===== config.mk =====
export PLATFORM = sky130hd
export DESIGN_NAME = srt2_control_unit_flat
export DESIGN_NICKNAME = d
export VERILOG_FILES = /design/src/rtl/srt2_ctrl_if.sv /design/src/rtl/srt2_control_unit.sv /design/src/flat_wrapper.sv
export SDC_FILE = /design/constraint.sdc
export NUM_CORES = 1
export LEC_CHECK = 0
export CAP_MARGIN = 20
export CELL_PAD_IN_SITES_DETAIL_PLACEMENT = 2
export CELL_PAD_IN_SITES_GLOBAL_PLACEMENT = 2
export CORE_MARGIN = 5
export CORE_UTILIZATION = 31
export DETAILED_ROUTE_END_ITERATION = 16
export PLACE_DENSITY = 0.87
export SLEW_MARGIN = 25
export SYNTH_ARGS = -nofsm -noshare
export SYNTH_HDL_FRONTEND = slang
export SYNTH_SLANG_ARGS = --single-unit

===== constraint.sdc =====
create_clock -name clk -period 4.9 [get_ports clk]
set_clock_uncertainty 0.15 [all_clocks]
set_input_delay 0.98 -clock clk [delete_from_list [all_inputs] [get_ports clk]]
set_output_delay 0.98 -clock clk [all_outputs]
set_load 0.01 [all_outputs]

===== src/rtl/srt2_ctrl_if.sv =====
// Control/status bundle between the SRT radix-2 sequencer and its datapath/ALU top level.
// master = datapath/requester side, slave = the sequencer.
interface srt2_ctrl_if #(
   parameter int unsigned CNT_W = 3
);
   logic             start;
   logic             cnt1;
   logic [CNT_W-1:0] cnt2;
   logic             m7;
   logic [2:0]       ctrl_bits;
   logic [13:0]      c;
   logic             busy;
   logic             done;
   logic             dz;

   modport master (
      output start, cnt1, cnt2, m7, ctrl_bits,
      input  c, busy, done, dz
   );

   modport slave (
      input  start, cnt1, cnt2, m7, ctrl_bits,
      output c, busy, done, dz
   );
endinterface


===== src/rtl/srt2_control_unit.sv =====
// Moore sequencer for the srt2_divider datapath: load, normalize, ITERATIONS SRT radix-2
// steps, correction, quotient formation, un-normalize and output, with start/busy/done.
module srt2_control_unit #(
   parameter int unsigned ITERATIONS = 8,
   parameter int unsigned CNT_W      = 3
) (
   input  logic        clk,
   input  logic        rst_b,
   srt2_ctrl_if.slave  io_bus
);

   localparam int unsigned CTRL_W = 14;
   localparam int unsigned C_LOAD1  = 0;
   localparam int unsigned C_LOAD2  = 1;
   localparam int unsigned C_NORM   = 2;
   localparam int unsigned C_SHIFT  = 3;
   localparam int unsigned C_ADDM   = 4;
   localparam int unsigned C_SUBM   = 5;
   localparam int unsigned C_CORR_A = 6;
   localparam int unsigned C_QFORM  = 7;
   localparam int unsigned C_COUNT  = 8;
   localparam int unsigned C_CORR_B = 9;
   localparam int unsigned C_QSEL   = 10;
   localparam int unsigned C_UNNORM = 11;
   localparam int unsigned C_OUT1   = 12;
   localparam int unsigned C_OUT2   = 13;

   localparam logic [1:0] Q_ZERO = 2'b00;
   localparam logic [1:0] Q_POS  = 2'b01;
   localparam logic [1:0] Q_NEG  = 2'b11;

   typedef enum logic [3:0] {
      S_IDLE, S_LOAD1, S_LOAD2, S_NORM, S_CHKM, S_DECIDE, S_SHIFT, S_ADDSUB,
      S_COUNT, S_CORR, S_QFORM, S_UNNORM, S_OUT1, S_OUT2, S_DONE, S_DZERO
   } state_t;

   state_t              r_state;
   state_t              w_state_nxt;
   logic [1:0]          r_q;
   logic [1:0]          w_q_nxt;
   logic [CTRL_W-1:0]   r_c;
   logic [CTRL_W-1:0]   w_c_nxt;
   logic                r_busy;
   logic                w_busy_nxt;
   logic                r_done;
   logic                w_done_nxt;
   logic                r_dz;
   logic                w_dz_nxt;
   logic                w_last_iter;
   logic                w_unused_cnt1;

   assign w_unused_cnt1 = io_bus.cnt1;
   assign w_last_iter   = (io_bus.cnt2 == CNT_W'(ITERATIONS - 1));

   // SRT digit selection from the top three partial-remainder bits
   function automatic logic [1:0] f_digit(input logic [2:0] a);
      logic [1:0] q;
      case (a)
         3'b001, 3'b010, 3'b011: q = Q_POS;
         3'b100, 3'b101, 3'b110: q = Q_NEG;
         default:                q = Q_ZERO;
      endcase
      return q;
   endfunction

   always_ff @(posedge clk or posedge rst_b) begin
      if (rst_b) begin
         r_state <= S_IDLE;
         r_q     <= Q_ZERO;
         r_c     <= '0;
         r_busy  <= 1'b0;
         r_done  <= 1'b0;
         r_dz    <= 1'b0;
      end else begin
         r_state <= w_state_nxt;
         r_q     <= w_q_nxt;
         r_c     <= w_c_nxt;
         r_busy  <= w_busy_nxt;
         r_done  <= w_done_nxt;
         r_dz    <= w_dz_nxt;
      end
   end

   // Outputs are registered copies of the decode of the state being entered, so they
   // track the state register exactly while leaving no input-to-output path.
   always_comb begin
      w_state_nxt = r_state;
      w_q_nxt     = r_q;
      w_c_nxt     = '0;
      w_busy_nxt  = 1'b0;
      w_done_nxt  = 1'b0;
      w_dz_nxt    = 1'b0;

      case (r_state)
         S_IDLE:   w_state_nxt = io_bus.start ? S_LOAD1 : S_IDLE;
         S_LOAD1:  w_state_nxt = S_LOAD2;
         S_LOAD2:  w_state_nxt = S_NORM;
         S_NORM:   w_state_nxt = S_CHKM;
         S_CHKM:   w_state_nxt = io_bus.m7 ? S_DECIDE : S_DZERO;
         S_DECIDE: begin
            w_q_nxt     = f_digit(io_bus.ctrl_bits);
            w_state_nxt = S_SHIFT;
         end
         S_SHIFT:  w_state_nxt = (r_q == Q_ZERO) ? S_COUNT : S_ADDSUB;
         S_ADDSUB: w_state_nxt = S_COUNT;
         S_COUNT:  w_state_nxt = w_last_iter ? S_CORR : S_DECIDE;
         S_CORR:   w_state_nxt = S_QFORM;
         S_QFORM:  w_state_nxt = S_UNNORM;
         S_UNNORM: w_state_nxt = S_OUT1;
         S_OUT1:   w_state_nxt = S_OUT2;
         S_OUT2:   w_state_nxt = S_DONE;
         S_DONE:   w_state_nxt = S_IDLE;
         S_DZERO:  w_state_nxt = S_IDLE;
         default:  w_state_nxt = S_IDLE;
      endcase

      // The remainder is stable from the last COUNT through CORR, so its sign is taken
      // on the way into CORR.
      case (w_state_nxt)
         S_LOAD1:  w_c_nxt[C_LOAD1] = 1'b1;
         S_LOAD2:  w_c_nxt[C_LOAD2] = 1'b1;
         S_NORM:   w_c_nxt[C_NORM]  = 1'b1;
         S_SHIFT: begin
            w_c_nxt[C_SHIFT] = 1'b1;
            w_c_nxt[C_ADDM]  = (w_q_nxt == Q_NEG);
            w_c_nxt[C_SUBM]  = (w_q_nxt == Q_POS);
         end
         S_ADDSUB: begin
            w_c_nxt[C_ADDM] = (w_q_nxt == Q_NEG);
            w_c_nxt[C_SUBM] = (w_q_nxt == Q_POS);
         end
         S_COUNT:  w_c_nxt[C_COUNT] = 1'b1;
         S_CORR: begin
            w_c_nxt[C_CORR_A] = io_bus.ctrl_bits[2];
            w_c_nxt[C_CORR_B] = io_bus.ctrl_bits[2];
         end
         S_QFORM: begin
            w_c_nxt[C_CORR_A] = 1'b1;
            w_c_nxt[C_QFORM]  = 1'b1;
            w_c_nxt[C_QSEL]   = 1'b1;
         end
         S_UNNORM: w_c_nxt[C_UNNORM] = 1'b1;
         S_OUT1:   w_c_nxt[C_OUT1]   = 1'b1;
         S_OUT2:   w_c_nxt[C_OUT2]   = 1'b1;
         default:  w_c_nxt = '0;
      endcase

      w_busy_nxt = (w_state_nxt != S_IDLE);
      w_done_nxt = (w_state_nxt == S_DONE) || (w_state_nxt == S_DZERO);
      w_dz_nxt   = (w_state_nxt == S_DZERO);
   end

   assign io_bus.c    = r_c;
   assign io_bus.busy = r_busy;
   assign io_bus.done = r_done;
   assign io_bus.dz   = r_dz;

endmodule


===== src/flat_wrapper.sv =====
// flat-port wrapper written by rule: the top's interface ports become plain ports
module srt2_control_unit_flat 
#(
   parameter int unsigned ITERATIONS = 8,
   parameter int unsigned CNT_W      = 3
)
  (clk, rst_b, io_bus_start, io_bus_cnt1, io_bus_cnt2, io_bus_m7, io_bus_ctrl_bits, io_bus_c, io_bus_busy, io_bus_done, io_bus_dz);
  srt2_ctrl_if #(.CNT_W(CNT_W)) io_bus_i ();
  input  logic clk;
  input  logic rst_b;
  input wire logic [$bits(io_bus_i.start)-1:0] io_bus_start;
  input wire logic [$bits(io_bus_i.cnt1)-1:0] io_bus_cnt1;
  input wire logic [$bits(io_bus_i.cnt2)-1:0] io_bus_cnt2;
  input wire logic [$bits(io_bus_i.m7)-1:0] io_bus_m7;
  input wire logic [$bits(io_bus_i.ctrl_bits)-1:0] io_bus_ctrl_bits;
  output wire logic [$bits(io_bus_i.c)-1:0] io_bus_c;
  output wire logic [$bits(io_bus_i.busy)-1:0] io_bus_busy;
  output wire logic [$bits(io_bus_i.done)-1:0] io_bus_done;
  output wire logic [$bits(io_bus_i.dz)-1:0] io_bus_dz;
  assign io_bus_i.start = io_bus_start;
  assign io_bus_i.cnt1 = io_bus_cnt1;
  assign io_bus_i.cnt2 = io_bus_cnt2;
  assign io_bus_i.m7 = io_bus_m7;
  assign io_bus_i.ctrl_bits = io_bus_ctrl_bits;
  assign io_bus_c = io_bus_i.c;
  assign io_bus_busy = io_bus_i.busy;
  assign io_bus_done = io_bus_i.done;
  assign io_bus_dz = io_bus_i.dz;
  srt2_control_unit #(.ITERATIONS(ITERATIONS), .CNT_W(CNT_W)) u_core (.clk(clk), .rst_b(rst_b), .io_bus(io_bus_i));
endmodule

==> results of run 1 <==
==> report_power, final <==
| part | internal (W) | switching [W] |
|---|---|---|
| registers | 0.000238 | 0.0000742 |
| clock network | 0.0000828 | 0.0000611 |
| logic | 0.000181 | 0.000225 |
| total | 0.000501 | 0.000360 |
==> cells in the final DEF, fill, tap and decap left out, drive strengths merged <==
| cell | count |
|---|---|
| nor3 | 7 |
| nor2 | 13 |
| dfrtp | 22 |
| mux2i | 1 |
| a211oi | 1 |
| a21boi | 1 |
| nand2 | 6 |
| o32ai | 1 |
| nand3 | 2 |
| and3 | 3 |
| nor4 | 1 |
| clkbuf | 3 |
| inv | 5 |
| bufinv | 1 |
| a32o | 1 |
| o21ai | 2 |
| mux2 | 2 |
| o21a | 1 |
| nand2b | 4 |
| a221oi | 1 |
| nor4b | 1 |
| nor3b | 1 |
| clkdlybuf4s50 | 26 |
| and2b | 1 |
| a21oi | 3 |
| nor2b | 1 |
| o21bai | 1 |
==> layout make-up <==
class / count / area, um2 / area share
well taps: 44 / 55.1 / 0.0417
repair buffers: 26 / 260 / 0.197
inverters: 5 / 18.8 / 0.0142
flip-flops and latches: 22 / 551 / 0.417
clock buffers: 3 / 22.5 / 0.0171
multi-input cells: 55 / 382 / 0.289
clock inverters: 1 / 30.0 / 0.0228
==> metal layers <==
metal  vias up  wire length, um  share of wire
met5         -                0              0
met4         0               54          0.020
met3         5              119          0.043
met2        19             1460           0.53
met1       381             1110           0.40
li1        343                -              -
==> flip-flops by register name, indices dropped and copies added (netlist names) <==
register,cells
u_core.r_q,2
u_core.io_bus.c,13
u_core.io_bus.busy,1
u_core.io_bus.dz,1
u_core.r_state,4
u_core.io_bus.done,1
==> cell families (layout without fill, tap and decap cells) <==
logic type	Yosys count	in the layout	share of synthesized area
and+or+nand+nor	40	40	0.239
AOI/OAI and AO/OA	12	12	0.110
DFF	22	22	0.551
buffers and inverters	10	35	0.0676
muxes	3	3	0.0325
==> worst paths after layout <==
kind / from / slack [ps] / end
max: u_core.io_bus.busy / 2520 / io_bus_busy
min: u_core.r_q[1] / 430 / u_core.r_q[1]
max reg2reg: u_core.r_state[1] / 2830 / u_core.io_bus.c[5]
min reg2reg: u_core.r_q[1] / 430 / u_core.r_q[1]
max in group asynchronous: rst_b / 3120 / u_core.io_bus.c[5]
min in group asynchronous: rst_b / 960 / u_core.io_bus.dz
==> metrics by stage <==
stage	utilization	total power [W]	hold slack [ps]
after global placement	0.411	0.000681	383
after CTS	0.428	0.000870	439
after global routing	0.428	0.000913	452
final	0.428	0.000861	434
after detailed placement	0.411	0.000714	406
after floorplan	-	0.000592	365
==> flow_metrics.py, run 1 <==
metrics = {
    "synthesis": {
        "synth_nets": 98,
        "synthArstFlopShare": 1.00,
        "synth_commonest_cells": "dfrtp_1 (22), nor2_1 (12), nand2_1 (6), nor3_1 (6), inv_1 (5)",
        "synth_area_leaders": "dfrtp_1 (55%), nor2_1 (4.5%), buf_6 (3.4%)",
        "synth_top_area_share": 0.551,
        "netlist_area_um2": 1000,
        "yosysUniqueCellTypes": 31,
        "yosysSeqAreaShare": 0.551,
        "postSynthAreaPerCell_um2": 11.5,
        "synth-seq-cells": 22,
        "synth_warnings": 0,
        "synth-edff-count": 0,
        "synth_most_common_cell": "dfrtp_1",
        "synth_flop_cell": "dfrtp_1",
        "synthCells": 87,
        "synth_top_area_cell": "dfrtp_1",
    },
    "clocking": {
        "cts_sinks": 22,
        "cts_inserted_buffers": 3,
        "h-tree-depth": 1,
        "cts_root_buffer": "clkbuf_4",
        "clk_latency_ps": 330,
        "cts_hold_buf": 0,
        "cts_resized": 0,
        "clockBufferDepth": 2,
        "clkTransAtPathRegs_ps": 130,
        "postCtsSetupBuffers": 0,
        "cts_tree": "built",
    },
    "drt": {
        "drtIter0Drc": 21,
        "remaining_drc_errors": 0,
        "firstDrtPassIters": 3,
        "drtAntennaViolNets": 0,
        "wl_per_cell_um": 17.6,
        "via_per_inst": 4.79,
        "num_vias": 748,
        "totalWireLength_um": 2750,
    },
    "finish": {
        "fillCellCount": 335,
        "layout.nets": 124,
        "fin_cells": 156,
        "diodes": 0,
        "drive_above_1_share": 0.152,
        "area_delta_synth_final_pct": 31.9,
        "fin_area_um2": 1320,
    },
    "worst_setup_path": {
        "worst-setup-path-type": "register to output port",
        "worstPathRequired_ps": 3770,
        "cp_num_buf_inv": 1,
        "path_cells": "clkdlybuf4s50_1",
        "crit_fanout": 1,
        "cp.arrival_ps": 1250,
        "startpoint_type": "register",
        "crit_slowest_cell": "clkdlybuf4s50_1",
        "crit_path_max_incr_delay_ps": 540,
        "rr_worst_depth": 5,
        "endpoint_kind": "output port",
        "crit_family": "buffers and inverters",
        "cp.depth": 1,
    },
    "sta": {
        "period_needed_ps": 2380,
        "rsz0062_at_grt": "no",
        "worst_slack_ps": 2520,
        "setup_viol": 0,
        "slew_headroom": 0.436,
        "drv_slew": 0,
        "finalHoldViolations": 0,
        "setup_tns_ps": 0,
        "max_slew.worst_pin.slew_ps": 845,
        "period_share": 0.485,
        "fmax_mhz": 421,
    },
    "place": {
        "hpwlAfterDp_um": 1980,
        "port_buffers": 26,
        "place_area_um2": 1270,
        "pre_cts_slack_ps": 2250,
        "dpl.cell_count": 152,
        "gp_congestion": 0.780,
    },
    "flow_run": {
        "drv_cap": 0,
    },
    "global_route": {
        "grt_pass1_vias": 835,
        "busiest_layer": "met2",
        "grt_usage": 0.136,
        "met3_usage": 0.0236,
        "grt_pass1_wl_um": 4400,
        "grt_max_degree": 23,
        "grt_use_met2": 0.243,
        "grt_overflow": 0,
        "grt.met1_usage": 0.157,
        "antenna_found_initial": 0,
    },
    "pwr": {
        "leakagePower_nw": 0.581,
        "power_density_nw_per_um2": 653,
        "irDropWorstVdd_mv": 0.174,
    },
    "worst_hold_path": {
        "hold_path_class": "register to register",
        "hold_depth": 1,
    },
    "die": {
        "die_h_um": 66.8,
        "coreArea_um2": 3080,
        "ios": 28,
        "rows": 20,
        "floorplan.initialDensity": 0.325,
        "die_area_um2": 4460,
        "fp.dieW_um": 66.8,
    },
    "run_status": {
        "outcome": "finished, final reports clean",
    },
}
No activity file was read; power rests on OpenSTA's default activity.
==> run 2, diff against run 1 <==
--- a/config.mk
+++ b/config.mk
@@ -9,9 +9,9 @@
 export CELL_PAD_IN_SITES_DETAIL_PLACEMENT = 2
 export CELL_PAD_IN_SITES_GLOBAL_PLACEMENT = 2
 export CORE_MARGIN = 5
-export CORE_UTILIZATION = 31
+export CORE_UTILIZATION = 29
 export DETAILED_ROUTE_END_ITERATION = 16
-export PLACE_DENSITY = 0.87
+export PLACE_DENSITY = 0.83
 export SLEW_MARGIN = 25
 export SYNTH_ARGS = -nofsm -noshare
 export SYNTH_HDL_FRONTEND = slang
==> constraint.sdc (replaced) <==
create_clock -name clk -period 2.4 [get_ports clk]
set_clock_uncertainty 0.15 [all_clocks]
set_input_delay 0.48 -clock clk [delete_from_list [all_inputs] [get_ports clk]]
set_output_delay 0.48 -clock clk [all_outputs]
set_load 0.01 [all_outputs]
==> flow_metrics.py, run 2 (synthesis gave the netlist of run 1 again) <==
metrics = {
    "finish": {
        "layout.nets": 126,
        "diodes": 0,
        "fillCellCount": 357,
        "final_cell_mix": "clkdlybuf4s50_1 (26), dfrtp_1 (22), nor2_1 (12), nand2_1 (6), nor3_1 (6)",
        "final_core_util": 0.391,
        "area_delta_synth_final_pct": 30.7,
        "drive_above_1_share": 0.159,
        "fin_area_um2": 1310,
        "final_common_cell": "clkdlybuf4s50_1",
        "largest_reg_flops": 13,
    },
    "clocking": {
        "cts_root_buffer": "clkbuf_4",
        "postCtsSetupBuffers": 0,
        "clockBufferDepth": 2,
        "h-tree-depth": 1,
        "cts_sinks": 22,
        "cts_resized": 0,
        "clkTransAtPathRegs_ps": 120,
        "cts_inserted_buffers": 3,
        "cts_tree": "built",
        "cts_hold_buf": 0,
        "clk_latency_ps": 310,
    },
    "worst_setup_path": {
        "path_cells": "nand2b_4, o21ai_1, a32o_2, a211oi_4, nand3_1",
        "worstPathRequired_ps": 2430,
        "crit_fanout": 10,
        "endpoint_kind": "register",
        "crit_path_max_incr_delay_ps": 600,
        "worst-setup-path-type": "register to register",
        "cp.arrival_ps": 1950,
        "startpoint_type": "register",
        "crit_slowest_cell": "dfrtp_1",
    },
    "global_route": {
        "grt_usage": 0.129,
        "grt_pass1_wl_um": 4290,
        "grt_pass1_vias": 895,
        "antenna_found_initial": 0,
        "grt_max_degree": 23,
        "grt_overflow": 0,
    },
    "pwr": {
        "total_power_w": 0.00162,
        "power_switching_w": 0.000698,
        "power_density_nw_per_um2": 1240,
        "switching_share": 0.430,
        "leakagePower_nw": 0.577,
        "irDropWorstVdd_mv": 0.295,
        "pwr-share-clk": 0.103,
        "intPower_w": 0.000926,
        "pwr-share-seq": 0.377,
        "share_comb_of_total_power": 0.519,
    },
    "die": {
        "ios": 28,
        "die_area_um2": 4720,
        "rows": 21,
        "coreArea_um2": 3340,
        "fp.dieW_um": 68.7,
        "floorplan.initialDensity": 0.300,
        "die_h_um": 68.7,
    },
    "worst_hold_path": {
        "hold_path_class": "primary input to async pin",
    },
    "drt": {
        "drtAntennaViolNets": 0,
        "firstDrtPassIters": 4,
        "totalWireLength_um": 2660,
        "num_vias": 744,
        "drtIter0Drc": 18,
        "wl_per_cell_um": 16.7,
        "remaining_drc_errors": 0,
        "via_per_inst": 4.68,
    },
    "sta": {
        "setup_viol": 0,
        "fmax_mhz": 521,
        "holdWs_ps": 351,
        "slew_headroom": 0.711,
        "setup_tns_ps": 0,
        "max_slew.worst_pin.slew_ps": 430,
        "drv_slew": 0,
        "period_share": 0.800,
        "period_needed_ps": 1920,
        "rsz0062_at_grt": "no",
        "finalHoldViolations": 0,
    },
    "run_status": {
        "outcome": "finished, final reports clean",
    },
    "place": {
        "gp_congestion": 0.787,
        "place_area_um2": 1280,
        "port_buffers": 26,
        "hpwlAfterDp_um": 2160,
    },
    "flow_run": {
        "drv_cap": 0,
    },
}
## run 2: path summary, 6_finish.rpt
check | end | startpoint | cells past startpoint | slack [ps]
worst max-delay path | u_core.io_bus.busy | u_core.r_state[3] | 5 | 480
worst min-delay path | u_core.io_bus.c[11] | rst_b | 3 | 350
worst max register to register | u_core.io_bus.busy | u_core.r_state[3] | 5 | 480
worst min register to register | u_core.r_q[1] | u_core.r_q[1] | 1 | 420
max in group asynchronous | u_core.r_state[2] | rst_b | 3 | 1530
min in group clk | u_core.r_q[1] | u_core.r_q[1] | 1 | 420
## run 2: per-stage QoR
stage / std cells / setup WS [ps]
finish: 159 / 480
global route: 159 / 356
CTS: 159 / 462
detailed placement: 156 / 233
global placement: 156 / 285
floorplan: 87 / 825
## run 2: cell type report
cell class              count  area, um2  share of cell area
clock buffers               3       22.5              0.0172
inverters                   5       18.8              0.0144
multi-input cells          55        382               0.292
flip-flops and latches     22        551               0.421
well taps                  46       57.6              0.0441
repair buffers             28        275               0.211
## run 2: power groups by stage
stage | combinational [W] | clock (W) | sequential [W]
2_1_floorplan | 0.000641 | 0 | 0.000568
3_3_place_gp | 0.000808 | 0 | 0.000608
3_5_place_dp | 0.000859 | 0 | 0.000627
4_1_cts | 0.000863 | 0.000178 | 0.000619
5_1_grt | 0.000927 | 0.000189 | 0.000635
6_report | 0.000843 | 0.000168 | 0.000613
## run 2: metal layers
layer	track usage	share of wire	vias up
li1	-	-	342
met1	0.135	0.36	377
met3	0.0162	0.042	6
met4	0.0827	0.028	0
met5	0	0	-
met2	0.240	0.57	19
## run 2: worst max-delay path, delay by kind of cell, from the launching register on
family,cells,cell delay (ps)
AOI/OAI and AO/OA,3,630
and+or+nand+nor,2,410
DFF,1,600
